<file path="src/rtl/trace_event_fifo_if.sv">
// -----------------------------------------------------------------------------
// trace_event_fifo_if
//
// Bundles the capture-side and readback-side signals of trace_event_fifo so the
// recorder and whoever drives it (register block, bench) share one definition.
//
// Signals (direction seen from the recorder, i.e. the slave modport):
//   I_arm              in   capture enable (level)
//   I_match            in   per-rule match pulses, several may assert together
//   I_rule_enable      in   per-rule record enable
//   I_rd_en            in   pop the head entry
//   I_clear_flags      in   clear sticky flags, release the overflow block
//   O_rd_data          out  head entry, first-word fall-through
//   O_empty / O_full   out  occupancy status
//   O_count            out  number of entries held
//   O_underflow        out  sticky: pop attempted while empty
//   O_overflow_blocked out  sticky: entry dropped, writes suppressed
// -----------------------------------------------------------------------------
interface trace_event_fifo_if #(
    parameter int pMATCH_RULES     = 8,
    parameter int pTIMESTAMP_WIDTH = 8,
    parameter int pDEPTH           = 32
);

    localparam int pENTRY_WIDTH = pTIMESTAMP_WIDTH + 11;
    localparam int pCOUNT_WIDTH = $clog2(pDEPTH) + 1;

    logic                    I_arm;
    logic [pMATCH_RULES-1:0] I_match;
    logic [pMATCH_RULES-1:0] I_rule_enable;
    logic                    I_rd_en;
    logic                    I_clear_flags;

    logic [pENTRY_WIDTH-1:0] O_rd_data;
    logic                    O_empty;
    logic                    O_full;
    logic [pCOUNT_WIDTH-1:0] O_count;
    logic                    O_underflow;
    logic                    O_overflow_blocked;

    modport master (
        output I_arm, I_match, I_rule_enable, I_rd_en, I_clear_flags,
        input  O_rd_data, O_empty, O_full, O_count, O_underflow, O_overflow_blocked
    );

    modport slave (
        input  I_arm, I_match, I_rule_enable, I_rd_en, I_clear_flags,
        output O_rd_data, O_empty, O_full, O_count, O_underflow, O_overflow_blocked
    );

endinterface

</file>
<file path="src/rtl/trace_event_fifo.sv">
// -----------------------------------------------------------------------------
// trace_event_fifo
//
// Timestamps per-rule match pulses and queues them for readback. Each entry is
//   [TS+10:TS+9] cmd   (01 event, 10 timestamp roll)
//   [TS+8]       multi (more than one enabled rule hit in the same cycle)
//   [TS+7:TS]    index of the lowest enabled rule that hit
//   [TS-1:0]     cycles since the previous entry (or since arming)
//
// Ports:
//   trace_clk  capture clock
//   resetn     asynchronous active-low reset
//   bus        trace_event_fifo_if.slave (capture inputs, readback outputs)
//
// Build option:
//   TRACE_EVENT_LONG_TS_EN  when defined, a roll entry is written each time the
//                           delta timestamp reaches all-ones without an event,
//                           so arbitrarily long gaps can be reconstructed by
//                           summing timestamps. When undefined the counter just
//                           saturates and the next event records all-ones.
// -----------------------------------------------------------------------------
module trace_event_fifo #(
    parameter int pMATCH_RULES     = 8,
    parameter int pTIMESTAMP_WIDTH = 8,
    parameter int pDEPTH           = 32
) (
    input  logic              trace_clk,
    input  logic              resetn,
    trace_event_fifo_if.slave bus
);

    localparam int pENTRY_WIDTH = pTIMESTAMP_WIDTH + 11;
    localparam int pCOUNT_WIDTH = $clog2(pDEPTH) + 1;
    localparam int pPTR_WIDTH   = $clog2(pDEPTH);

    typedef enum logic [1:0] {
        CMD_EVENT = 2'b01,
        CMD_ROLL  = 2'b10
    } cmd_e;

    typedef logic [pTIMESTAMP_WIDTH-1:0] ts_t;
    typedef logic [pENTRY_WIDTH-1:0]     entry_t;
    typedef logic [pPTR_WIDTH-1:0]       ptr_t;
    typedef logic [pCOUNT_WIDTH-1:0]     count_t;

    localparam ts_t                     TS_MAX     = '1;
    localparam logic [pMATCH_RULES-1:0] RULE_ONE   = pMATCH_RULES'(1);
    localparam count_t                  COUNT_FULL = pCOUNT_WIDTH'(pDEPTH);

    // State
    ts_t    ts_cnt_q,    ts_cnt_d;
    ptr_t   wr_ptr_q,    wr_ptr_d;
    ptr_t   rd_ptr_q,    rd_ptr_d;
    count_t count_q,     count_d;
    entry_t rd_data_q,   rd_data_d;
    logic   underflow_q, underflow_d;
    logic   blocked_q,   blocked_d;

    entry_t mem [pDEPTH];

    // Capture-side decode
    logic [pMATCH_RULES-1:0] hit;
    logic                    any_hit;
    logic                    multi;
    logic [7:0]              rule_idx;
    logic                    event_req;
    logic                    roll_req;
    logic                    wr_req;
    cmd_e                    wr_cmd;
    entry_t                  wr_entry;

    // FIFO control
    logic empty;
    logic full;
    logic pop;
    logic wr_acc;
    logic overflow;

    assign hit     = bus.I_match & bus.I_rule_enable;
    assign any_hit = |hit;
    // Clearing the lowest set bit leaves something only if two or more were set.
    assign multi   = |(hit & (hit - RULE_ONE));

    // NOTE: every signal written in an always_comb gets a default before any
    // condition; a path that skips the assignment would infer a latch.
    always_comb begin
        rule_idx = '0;
        // Scan downwards so the lowest set index is the one that sticks.
        for (int i = pMATCH_RULES - 1; i >= 0; i--) begin
            if (hit[i]) begin
                rule_idx = 8'(i);
            end
        end
    end

    assign event_req = bus.I_arm & any_hit & ~blocked_q;

`ifdef TRACE_EVENT_LONG_TS_EN
    // A roll only fills an otherwise idle cycle; an event always takes the slot.
    assign roll_req = bus.I_arm & ~any_hit & ~blocked_q & (ts_cnt_q == TS_MAX);
`else
    assign roll_req = 1'b0;
`endif

    assign wr_req   = event_req | roll_req;
    assign wr_cmd   = event_req ? CMD_EVENT : CMD_ROLL;
    assign wr_entry = event_req ? {wr_cmd, multi, rule_idx, ts_cnt_q}
                                : {wr_cmd, 1'b0, 8'd0, TS_MAX};

    assign empty    = (count_q == '0);
    assign full     = (count_q == COUNT_FULL);
    assign pop      = bus.I_rd_en & ~empty;
    // A simultaneous pop frees the slot, so a full FIFO still accepts the write.
    assign wr_acc   = wr_req & (~full | bus.I_rd_en);
    assign overflow = wr_req & full & ~bus.I_rd_en;

    always_comb begin
        wr_ptr_d    = wr_ptr_q;
        rd_ptr_d    = rd_ptr_q;
        count_d     = count_q;
        rd_data_d   = rd_data_q;
        ts_cnt_d    = ts_cnt_q;
        underflow_d = underflow_q;
        blocked_d   = blocked_q;

        if (wr_acc) begin
            wr_ptr_d = wr_ptr_q + pPTR_WIDTH'(1);
        end
        if (pop) begin
            rd_ptr_d = rd_ptr_q + pPTR_WIDTH'(1);
        end

        if (wr_acc && !pop) begin
            count_d = count_q + pCOUNT_WIDTH'(1);
        end else if (!wr_acc && pop) begin
            count_d = count_q - pCOUNT_WIDTH'(1);
        end

        // Registered head: the incoming entry becomes the head when nothing
        // older survives this cycle; otherwise a pop advances to the next
        // stored entry. When the FIFO drains, the last value is held.
        if (wr_acc && (empty || (count_q == pCOUNT_WIDTH'(1) && pop))) begin
            rd_data_d = wr_entry;
        end else if (pop && count_q > pCOUNT_WIDTH'(1)) begin
            rd_data_d = mem[rd_ptr_d];
        end

        if (bus.I_clear_flags || !bus.I_arm) begin
            ts_cnt_d = '0;
        end else if (wr_acc) begin
            ts_cnt_d = ts_t'(1);
        end else if (ts_cnt_q != TS_MAX) begin
            ts_cnt_d = ts_cnt_q + ts_t'(1);
        end

        // Clear wins over a set arriving in the same cycle.
        if (bus.I_clear_flags) begin
            underflow_d = 1'b0;
            blocked_d   = 1'b0;
        end else begin
            underflow_d = underflow_q | (bus.I_rd_en & empty);
            blocked_d   = blocked_q | overflow;
        end
    end

    // NOTE: state registers use non-blocking assignments so every flop samples
    // the pre-edge values of the others, independent of statement order.
    always_ff @(posedge trace_clk or negedge resetn) begin
        if (!resetn) begin
            ts_cnt_q    <= '0;
            wr_ptr_q    <= '0;
            rd_ptr_q    <= '0;
            count_q     <= '0;
            rd_data_q   <= '0;
            underflow_q <= 1'b0;
            blocked_q   <= 1'b0;
        end else begin
            ts_cnt_q    <= ts_cnt_d;
            wr_ptr_q    <= wr_ptr_d;
            rd_ptr_q    <= rd_ptr_d;
            count_q     <= count_d;
            rd_data_q   <= rd_data_d;
            underflow_q <= underflow_d;
            blocked_q   <= blocked_d;
        end
    end

    // NOTE: the storage array has no reset; pointers and count define which
    // words are valid, and leaving it unreset lets it map onto RAM.
    always_ff @(posedge trace_clk) begin
        if (wr_acc) begin
            mem[wr_ptr_q] <= wr_entry;
        end
    end

    assign bus.O_rd_data          = rd_data_q;
    assign bus.O_empty            = empty;
    assign bus.O_full             = full;
    assign bus.O_count            = count_q;
    assign bus.O_underflow        = underflow_q;
    assign bus.O_overflow_blocked = blocked_q;

endmodule

</file>
<file path="src/flat_wrapper.sv">
// flat-port wrapper written by rule: the top's interface ports become plain ports
module trace_event_fifo_flat 
#(
    parameter int pMATCH_RULES     = 8,
    parameter int pTIMESTAMP_WIDTH = 8,
    parameter int pDEPTH           = 32
)
  (trace_clk, resetn, bus_I_arm, bus_I_match, bus_I_rule_enable, bus_I_rd_en, bus_I_clear_flags, bus_O_rd_data, bus_O_empty, bus_O_full, bus_O_count, bus_O_underflow, bus_O_overflow_blocked);
  trace_event_fifo_if #(.pMATCH_RULES(pMATCH_RULES), .pTIMESTAMP_WIDTH(pTIMESTAMP_WIDTH), .pDEPTH(pDEPTH)) bus_i ();
  input  logic trace_clk;
  input  logic resetn;
  input wire logic [$bits(bus_i.I_arm)-1:0] bus_I_arm;
  input wire logic [$bits(bus_i.I_match)-1:0] bus_I_match;
  input wire logic [$bits(bus_i.I_rule_enable)-1:0] bus_I_rule_enable;
  input wire logic [$bits(bus_i.I_rd_en)-1:0] bus_I_rd_en;
  input wire logic [$bits(bus_i.I_clear_flags)-1:0] bus_I_clear_flags;
  output wire logic [$bits(bus_i.O_rd_data)-1:0] bus_O_rd_data;
  output wire logic [$bits(bus_i.O_empty)-1:0] bus_O_empty;
  output wire logic [$bits(bus_i.O_full)-1:0] bus_O_full;
  output wire logic [$bits(bus_i.O_count)-1:0] bus_O_count;
  output wire logic [$bits(bus_i.O_underflow)-1:0] bus_O_underflow;
  output wire logic [$bits(bus_i.O_overflow_blocked)-1:0] bus_O_overflow_blocked;
  assign bus_i.I_arm = bus_I_arm;
  assign bus_i.I_match = bus_I_match;
  assign bus_i.I_rule_enable = bus_I_rule_enable;
  assign bus_i.I_rd_en = bus_I_rd_en;
  assign bus_i.I_clear_flags = bus_I_clear_flags;
  assign bus_O_rd_data = bus_i.O_rd_data;
  assign bus_O_empty = bus_i.O_empty;
  assign bus_O_full = bus_i.O_full;
  assign bus_O_count = bus_i.O_count;
  assign bus_O_underflow = bus_i.O_underflow;
  assign bus_O_overflow_blocked = bus_i.O_overflow_blocked;
  trace_event_fifo #(.pMATCH_RULES(pMATCH_RULES), .pTIMESTAMP_WIDTH(pTIMESTAMP_WIDTH), .pDEPTH(pDEPTH)) u_core (.trace_clk(trace_clk), .resetn(resetn), .bus(bus_i));
endmodule
</file>
<file path="config.mk">
export PLATFORM = sky130hd
export DESIGN_NAME = trace_event_fifo_flat
export DESIGN_NICKNAME = d
export VERILOG_FILES = /design/src/rtl/trace_event_fifo_if.sv /design/src/rtl/trace_event_fifo.sv /design/src/flat_wrapper.sv
export SDC_FILE = /design/constraint.sdc
export NUM_CORES = 1
export LEC_CHECK = 0
export CAP_MARGIN = 20
export CORE_AREA = 10 10 280 282
export CTS_CLUSTER_DIAMETER = 120
export DETAILED_ROUTE_END_ITERATION = 12
export DIE_AREA = 0 0 290 292
export PLACE_DENSITY = 0.52
export SLEW_MARGIN = 20
export SYNTH_ARGS = -nofsm -noshare
export SYNTH_HDL_FRONTEND = slang
export SYNTH_SLANG_ARGS = --single-unit
</file>
<file path="constraint.sdc">
create_clock -name trace_clk -period 3.43 [get_ports trace_clk]
set_input_delay 0.343 -clock trace_clk [delete_from_list [all_inputs] [get_ports trace_clk]]
set_output_delay 0.343 -clock trace_clk [all_outputs]
set_load 0.01 [all_outputs]
</file>
Word-level counts from Yosys, hierarchy flattened --
Memories as Yosys holds them, arrays and structs flattened. Index checks and enable logic that the tools add are counted.
Storage, ports and cells: flip-flop bits (word level) 45, RAM bits 608, output and inout bits 29, word-level logic and storage cells 72, memories 1
Operators by class: $add $sub $neg 6, magnitude comparators 1, eq/ne operators 3, muxes and demuxes 22, bitwise logic cells 16, reductions and logical operators 16
Memories:
- u_core.mem | words 32, bits a word 19, read ports 1, clocked after memory_dff 0, write ports 1, line trace_event_fifo.sv:59 | entry_t mem [pDEPTH];
Operator list (number):
- 2-to-1 mux 8 bit | 10
- 2-to-1 mux 19 bit | 2
- 2-to-1 mux 17 bit | 1
- bitwise AND 8 bit | 2
- OR reduction 8 bit | 2
- 2-to-1 mux 6 bit | 2
- adder 5 x 1 -> 5 bit (second input constant) | 2
- adder 8 x 1 -> 8 bit (second input constant) | 1
- != test 8 bit (second input constant) | 1
- subtractor 8 x 1 -> 8 bit (second input constant) | 1
- bitwise AND 1 bit | 7
- adder 6 x 1 -> 6 bit (second input constant) | 1
- == test 6 x 1 -> 1 bit (second input constant) | 1
- == test 6 bit (second input constant) | 1
- > comparator 6 x 1 -> 1 bit (second input constant) | 1
- logical NOT 6 bit | 1
- subtractor 6 x 1 -> 6 bit (second input constant) | 1
- logical AND 1 bit | 5
- 2-to-1 mux 5 bit | 1
- 2-to-1 mux 1 bit | 4
- NOT 1 bit | 4
- nonzero test 2 bit | 2
- logical NOT 1 bit | 3
- 2-to-1 mux 3 bit | 1
- other kinds (4) | 7

Logic depth before layout (Yosys ltp) --
Gate-level depths: netlist of run 1.
word-level depth 11, mapped depth 13

Worst setup path before layout of run 1 --
OpenSTA, ideal clock, no wires.
path kind register -> register, from reg u_core.count_q[0], in the netlist u_core.bus.O_count[0], to reg u_core.count_q[4], in the netlist u_core.bus.O_count[4], library setup time 79 ps, arrival time 3090 ps, setup slack 260 ps, cell stages (with the launch flop) 13, clock period less this slack 3170 ps, cell sequence dfrtp_1 inv_1 ha_1 nor2b_1 a21boi_2 inv_1 clkbuf_1 buf_2 ha_1 clkbuf_1 or4b_2 a21oi_1 xor2_1
On the way: longest elaborated chain between the ends 7, elaborated cells between the ends (all ways) 16, classes of those cells 2 x add/sub; 1 x eq/ne; 2 x mux; 5 x bitwise; 6 x reduce/logical
Ends and longest elaborated chain:
- start, declared | line trace_event_fifo.sv:54 | count_t count_q, count_d;
- start signal, assigned | line trace_event_fifo.sv:181 | count_q <= count_d;
- parallel branches: the longest is 7 deep, another holds subtractor 6 x 1 -> 6 bit
Several ways; the timed one is not identified. The select of a mux whose other input is x is not followed. A chain may end at the register's enable or synchronous reset.

Worst setup path in the final report of run 1 --
from reg u_core.count_q[1], in the netlist u_core.bus.O_count[1], to reg u_core.rd_data_q[2], in the netlist u_core.bus.O_rd_data[2]
On the way: longest elaborated chain between the ends 7, elaborated cells between the ends (all ways) 18, classes of those cells 1 x order compare; 2 x eq/ne; 3 x mux; 5 x bitwise; 6 x reduce/logical; 1 x memory
Ends and longest elaborated chain:
- logical NOT 6 bit | line trace_event_fifo.sv:110 | assign empty = (count_q == '0);
- NOT 1 bit | line trace_event_fifo.sv:112 | assign pop = bus.I_rd_en & ~empty;
- bitwise AND 1 bit | line trace_event_fifo.sv:112
- 2-to-1 mux 5 bit / logical AND 1 bit (equally long branches) | line trace_event_fifo.sv:129, trace_event_fifo.sv:142
- memory (32 x 19 bit) / logical OR 1 bit (equally long branches)
- 2-to-1 mux 19 bit / logical AND 1 bit (equally long branches) | line trace_event_fifo.sv:144, trace_event_fifo.sv:142
- 2-to-1 mux 19 bit / nonzero test 2 bit (equally long branches)
- end signal, assigned | line trace_event_fifo.sv:182 | rd_data_q <= rd_data_d;
- end, declared | line trace_event_fifo.sv:55 | entry_t rd_data_q, rd_data_d;
Parallel ways exist; a longest one is shown, timed or not. The select of a mux whose other input is x is not followed.

==> results of run 1 <==
## tightest hold or removal path, stage by stage
cell and delay (ps):
dlygate4sd3_1 520, buf_2 100, buf_4 470
## routing by layer
layer,track usage,vias up
met5,0,-
met2,0.2365,454
li1,-,6499
met4,0.03539,0
met3,0.02089,78
met1,0.1947,7347
## how the worst max path moves through the flow
| stage | endpoint | cells after the start | from | slack (ps) |
|---|---|---|---|---|
| finish | u_core.bus.O_rd_data[2]$_DFFE_PN0P_ | 12 | u_core.bus.O_count[1]$_DFFE_PN0P_ | 180 |
| CTS | u_core.bus.O_rd_data[17]$_DFFE_PN0P_ | 13 | u_core.bus.O_count[1]$_DFFE_PN0P_ | 110 |
| global placement | u_core.bus.O_rd_data[17]$_DFFE_PN0P_ | 11 | bus_I_rd_en | 0.7 |
| detailed placement | u_core.bus.O_rd_data[17]$_DFFE_PN0P_ | 11 | bus_I_rd_en | 130 |
| floorplan | u_core.bus.O_count[4]$_DFFE_PN0P_ | 12 | u_core.bus.O_count[0]$_DFFE_PN0P_ | 260 |
| global route | u_core.bus.O_rd_data[0]$_DFFE_PN0P_ | 12 | u_core.bus.O_count[1]$_DFFE_PN0P_ | 10 |
## cell usage in the layout (no fill, tap or decap), drive strengths merged, types with 9 or more instances in the layout
cell           synthesis  routed
a211oi                83      83
a21oi                 21      21
a221oi                15      15
a22o                   9       9
a311oi                54      54
and3                  63      63
buf                   46     138
clkbuf                79      73
clkdlybuf4s50          0      43
clkinv                 0      16
dfrtp                 40      40
edfxtp               448     448
ha                    10      10
inv                   14      15
mux2                  12      12
mux2i                 90      90
mux4                  16      16
nand2                149     149
nand2b                11      11
nand3                 11      11
nand4                 10      10
nor2                  86      86
nor2b                 23      23
nor3                  74      74
o2111ai               11      11
o21ai                 31      31
o22ai                 92      92
o41ai                 13      13
xnor2                 10      10
## per-stage QoR
stage / setup WS [ps] / instance area [um^2]
CTS: 111.8 / 25710
global placement: 0.6819 / 24110
floorplan: 260.4 / 21670
finish: 180.8 / 25720
detailed placement: 135.0 / 24110
global route: 12.42 / 25720
## area by class of cell
cell class | instances | share of cell area
Tap cell | 959 | 0.04665
Clock buffer | 73 | 0.05604
Multi-Input combinational cell | 960 | 0.2605
Timing Repair Buffer | 182 | 0.06655
Sequential cell | 488 | 0.5621
Clock inverter | 19 | 0.005886
Antenna cell | 1 | 0.00009729
Inverter | 14 | 0.002140
## kinds of logic (layout without fill, tap and decap cells)
| kind of cell | count (synthesis) | count (layout) | synth area share |
|---|---|---|---|
| and+or+nand+nor | 453 | 453 | 0.1004 |
| buffers and inverters | 139 | 288 | 0.02900 |
| DFF | 488 | 488 | 0.6674 |
| adders and majority gates | 12 | 12 | 0.006702 |
| xor gates and xnor gates | 16 | 16 | 0.006817 |
| AOI/OAI and AO/OA | 356 | 356 | 0.1251 |
| muxes | 118 | 118 | 0.06448 |
| other | 1 | 6 | 0.0001732 |
## what timing repair did
item / 4_1_cts / 5_1_grt
gates resized for setup: 0 / 2
setup endpoints to repair: 0 / 3
hold endpoints to repair: 40 / 0
hold buffers: 1 / 0
## flip-flops by register name (all words and copies together), names as in the netlist
name	flops
u_core.wr_ptr_q	5
u_core.mem	448
u_core.bus.O_overflow_blocked	1
u_core.bus.O_count	6
u_core.rd_ptr_q	5
u_core.bus.O_rd_data	14
u_core.bus.O_underflow	1
u_core.ts_cnt_q	8
## power by group through the flow
| stage | sequential [uW] | clock, uW | combinational [uW] |
|---|---|---|---|
| 6_report | 7410 | 5310 | 8730 |
| 5_1_grt | 7450 | 5700 | 9400 |
| 4_1_cts | 7410 | 5450 | 8790 |
| 3_5_place_dp | 7530 | 0 | 8760 |
| 3_3_place_gp | 7520 | 0 | 8650 |
| 2_1_floorplan | 7450 | 0 | 5290 |
==> results.json, run 1 <==
{
  "area_growth_syn_to_layout_pct": 18.76,
  "synthArstFlopShare": 0.08197,
  "cts_made_buffers": 52,
  "multiInputGateArea_mm2": 0.006700,
  "ff_latch_area_mm2": 0.01446,
  "grt_overflow": 0,
  "r2r-end": "u_core.bus.O_rd_data[2]$_DFFE_PN0P_",
  "top_layer": "met4",
  "routedLengthMet1_um": 28160,
  "intPower_uw": 13590,
  "drc": 0,
  "power.total_uw": 21460,
  "ant_nets": 0,
  "required_ps": 3860,
  "vias_per_cell": 5.333,
  "ctsRootBufferMaster": "clkbuf_16",
  "synth_enable_flop_cells": 448,
  "p_clk_frac": 0.248,
  "layout-drive-gt1-share": 0.1624,
  "dr_wl_met3_um": 3427,
  "crit_path_start_kind": "flop",
  "synth.most_common_cell": "edfxtp_1",
  "synth_common_cells": "edfxtp_1, nand2_1, o22ai_1, mux2i_1, nor2_1",
  "routed_wl_um": 62610,
  "crit_path_max_incr_delay_ps": 560,
  "utilization": 0.3543,
  "core_mm2": 0.07259,
  "setup_viol": 0,
  "cp_max_fo": 25,
  "grt_max_degree": 72,
  "status": "complete, no violations",
  "htree_levels": 2,
  "die_h_um": 292,
  "placed_cells": 2602,
  "slew-limit-headroom": 0.4154,
  "hold_viol_final": 0,
  "period_needed_ps": 3249,
  "cpMaxStageDelayCell": "o41ai_2",
  "crit_top_cell": "buf_12",
  "clk_transition_reported_paths_ps": 60,
  "wl_met2_um": 29840,
  "max-cap-violations": 0,
  "synthCells": 1583,
  "io_buffers": 44,
  "holdWs_ps": 354.4,
  "switching_share": 0.3665,
  "endpoint_kind": "flop",
  "clkLatencyLatePin_ps": 600,
  "num_io_pins": 50,
  "combPwrFrac": 0.407,
  "stdcell_count": 2696,
  "path_class": "reg2reg",
  "cts_tree": "built",
  "finalCritPeriodShare": 0.9473,
  "yosysUniqueCellTypes": 61,
  "reg2reg_depth": 12,
  "grt_pass1_vias": 14400,
  "fin_nets": 1729,
  "setup_tns_ps": 0,
  "timing.rr.start": "u_core.bus.O_count[1]$_DFFE_PN0P_",
  "synth_ff_type": "edfxtp_1",
  "p_seq_frac": 0.345,
  "die_w_um": 290,
  "routedWlPerCell_um": 23.22,
  "antenna_found_initial": 0,
  "power_density_mw_per_mm2": 834.3,
  "slew_violations": 0,
  "rows": 99,
  "grt_setup_unrepaired": "no",
  "via_count": 14378,
  "yosysWarnings": 0,
  "p_leak_uw": 0.008723,
  "cp_cell_sequence": "inv_1 -> ha_1 -> nand2b_1 -> o211ai_4 -> and2_2 -> clkinv_2 -> buf_12 -> buf_12 -> a211oi_1 -> a311oi_1 -> o41ai_2 -> o2111ai_1",
  "synth_area_mm2": 0.02166,
  "ys_top_cells_by_area": "edfxtp_1, dfrtp_1, mux2i_1",
  "ys_ff_latch": 488,
  "r2r_setup_slack_ps": 180,
  "synth_top_area_cell": "edfxtp_1",
  "gr-usage-all-layers": 0.1431,
  "fmax_ghz": 0.3078,
  "drt_iter0_drc": 1185,
  "ys_seq_area_frac": 0.6674,
  "fillers": 7014,
  "cts_setup_buffers": 0,
  "clockBufferDepth": 3,
  "hold_class": "in2async",
  "tightest_slew_ps": 877.0,
  "cp_top_family": "compound AO/OA/AOI/OAI gates",
  "die_area_mm2": 0.08468,
  "dr.pass1.iters": 5,
  "worstPathBufferInverterCount": 4,
  "synth_top_area_frac": 0.6212,
  "dp_hpwl_um": 39310,
  "avgSynthCellArea_um2": 13.68,
  "arrival_ps": 3680,
  "switchingPower_uw": 7865,
  "start_util": 0.2984,
  "grt_pass1_wl_um": 93730,
  "peakVddDrop_v": 0.0004599,
  "clock-sinks": 488,
  "skew_ps": 23.56,
  "routabilityCongestion": 0.8048
}
Power figures use the tool's default switching activity.
==> run 2, diff against run 1 <==
GPL_TIMING_DRIVEN = 0   (was not set)
==> run 2 against run 1 <==
Net effect: cell count rose by 1.3%; sequential power about the same; clock skew rose by 1.9 ps; critical path type unchanged; power increased by 5.0%; flip-flop and latch count is the same; non-clock buffer count increased by 36; first-iteration DRC count grew 56%; die area is the same; design area grew 2.2%; maximum frequency down 3.8%; hold slack worse by 110 ps.
==> results.json, run 2 (synthesis gave the netlist of run 1 again) <==
{
  "finalCritPeriodShare": 0.9844,
  "htree_levels": 2,
  "crit_top_cell": "buf_4",
  "clock-sinks": 488,
  "grt_overflow": 0,
  "antenna_found_initial": 1,
  "skew_ps": 25.45,
  "crit_path_start_kind": "flop",
  "grt_pass1_wl_um": 103400,
  "hold_viol_final": 0,
  "vias_per_cell": 5.507,
  "peakVddDrop_v": 0.0004413,
  "die_area_mm2": 0.08468,
  "dp_hpwl_um": 49770,
  "p_leak_uw": 0.008765,
  "ctsRootBufferMaster": "clkbuf_16",
  "timing.rr.start": "u_core.bus.O_count[1]$_DFFE_PN0P_",
  "final_cell_area_mm2": 0.02630,
  "core_mm2": 0.07259,
  "max-cap-violations": 0,
  "fin_nets": 1763,
  "gr-usage-all-layers": 0.1618,
  "start_util": 0.2984,
  "period_needed_ps": 3376,
  "required_ps": 3870,
  "grt_setup_unrepaired": "no",
  "clkLatencyLatePin_ps": 600,
  "final_cell_mix": "edfxtp_1, nand2_1, o22ai_1, mux2i_1, nor3_1",
  "drt_iter0_drc": 1850,
  "clockBufferDepth": 3,
  "setup_tns_ps": 0,
  "dr.pass1.iters": 5,
  "cp_max_fo": 10,
  "cts_made_buffers": 50,
  "path_class": "reg2reg",
  "fillers": 7051,
  "via_count": 15039,
  "setup_viol": 0,
  "arrival_ps": 3810,
  "final_common_cell": "edfxtp_1",
  "die_h_um": 292,
  "status": "complete, no violations",
  "placed_cell_area_mm2": 0.02403,
  "clk_transition_reported_paths_ps": 60,
  "routabilityCongestion": 0.8731,
  "largest_reg_flops": 448,
  "top_register": "u_core.mem",
  "layout-drive-gt1-share": 0.2003,
  "slew-limit-headroom": 0.3225,
  "io_buffers": 44,
  "endpoint_kind": "flop",
  "cpMaxStageDelayCell": "o41ai_4",
  "die_w_um": 290,
  "cp-startpoint": "u_core.bus.O_count[1]$_DFFE_PN0P_",
  "power_density_mw_per_mm2": 857.1,
  "cp_cell_sequence": "inv_1 -> ha_2 -> nor2b_4 -> buf_4 -> a31oi_4 -> and2_1 -> inv_2 -> buf_4 -> buf_6 -> buf_4 -> a311oi_2 -> o41ai_4 -> o2111ai_1",
  "hold_class": "in2async",
  "crit_path_max_incr_delay_ps": 560,
  "fmax_ghz": 0.2962,
  "drc": 0,
  "tightest_slew_ps": 1016,
  "cts_tree": "built",
  "utilization": 0.3623,
  "antenna_cells": 0,
  "grt_max_degree": 38,
  "num_io_pins": 50,
  "area_growth_syn_to_layout_pct": 21.43,
  "ant_nets": 0,
  "rows": 99,
  "grt_pass1_vias": 14835,
  "routed_wl_um": 71220,
  "slew_violations": 0,
  "routedWlPerCell_um": 26.08
}
-- run 2: changes by cell type in the layout (fill, tap and decap cells not counted), sizes merged --
cell / before / now
buf: 138 / 95
bufinv: 2 / 4
clkbuf: 73 / 147
clkdlybuf4s15: 0 / 1
clkinv: 16 / 14
clkinvlp: 0 / 4
diode: 1 / 0
-- run 2: metrics by stage --
| stage | hold WS (ps) | instances | total power [uW] | setup WS, ps |
|---|---|---|---|---|
| after floorplan | 47.41 | 1587 | 12740 | 260.4 |
| after global placement | 487.1 | 2590 | 16140 | -3545 |
| after detailed placement | 318.1 | 2629 | 16370 | -1020 |
| after CTS | 227.4 | 2724 | 22250 | 6.990 |
| after global routing | 269.8 | 2731 | 23440 | 4.596 |
| final | 239.8 | 2731 | 22540 | 53.58 |
-- run 2: layer usage --
layer / track usage / vias up / routed length [um]
li1: - / 6561 / -
met1: 0.2165 / 7693 / 30340
met2: 0.2546 / 649 / 32610
met3: 0.02891 / 134 / 5346
met4: 0.06952 / 2 / 2923
met5: 0 / - / 13
-- run 2: worst paths after layout --
path	to	slack (ps)	depth (start not counted)
setup / recovery	u_core.bus.O_rd_data[7]$_DFFE_PN0P_	50	13
hold / removal	u_core.bus.O_underflow$_DFF_PN0_	240	2
setup reg to reg	u_core.bus.O_rd_data[7]$_DFFE_PN0P_	50	13
hold reg to reg	u_core.bus.O_underflow$_DFF_PN0_	510	2
max in group asynchronous	u_core.bus.O_rd_data[4]$_DFFE_PN0P_	2660	3
min in group trace_clk	u_core.bus.O_underflow$_DFF_PN0_	380	2
-- run 2: final cells by class --
class,instances,area [um^2],area share
multi-input cells,960,7222,0.2746
inverters,14,57.56,0.002189
clock inverters,23,220.2,0.008374
repair buffers,95,1102,0.04192
plain buffers,123,653.1,0.02484
clock buffers,69,1384,0.05262
well taps,959,1200,0.04563
flip-flops and latches,488,14460,0.5498
-- run 2: repair_timing --
item,CTS,global route
pin swaps,11,16
endpoints found under the hold margin,16,0
setup buffers,4,7
hold buffers,1,0
endpoints found under the setup margin,301,157
resized for setup,92,55
-- run 2: worst max-delay path: cells and delay by family (launching register included) --
kind                     cells  cell delay, ps
adder cells (fa/ha/maj)      1             240
AO/OA/AOI/OAI                4            1030
flip-flops                   1             460
AND/OR/NAND/NOR              2             460
buffers and inverters        6            1000
-- run 2: report_power, final --
part | switching (uW) | internal, uW | leakage (uW)
registers | 357 | 7070 | 0.00455
clock network | 2300 | 3120 | 0.000774
logic | 6380 | 3320 | 0.00344
total | 9030 | 13500 | 0.00877
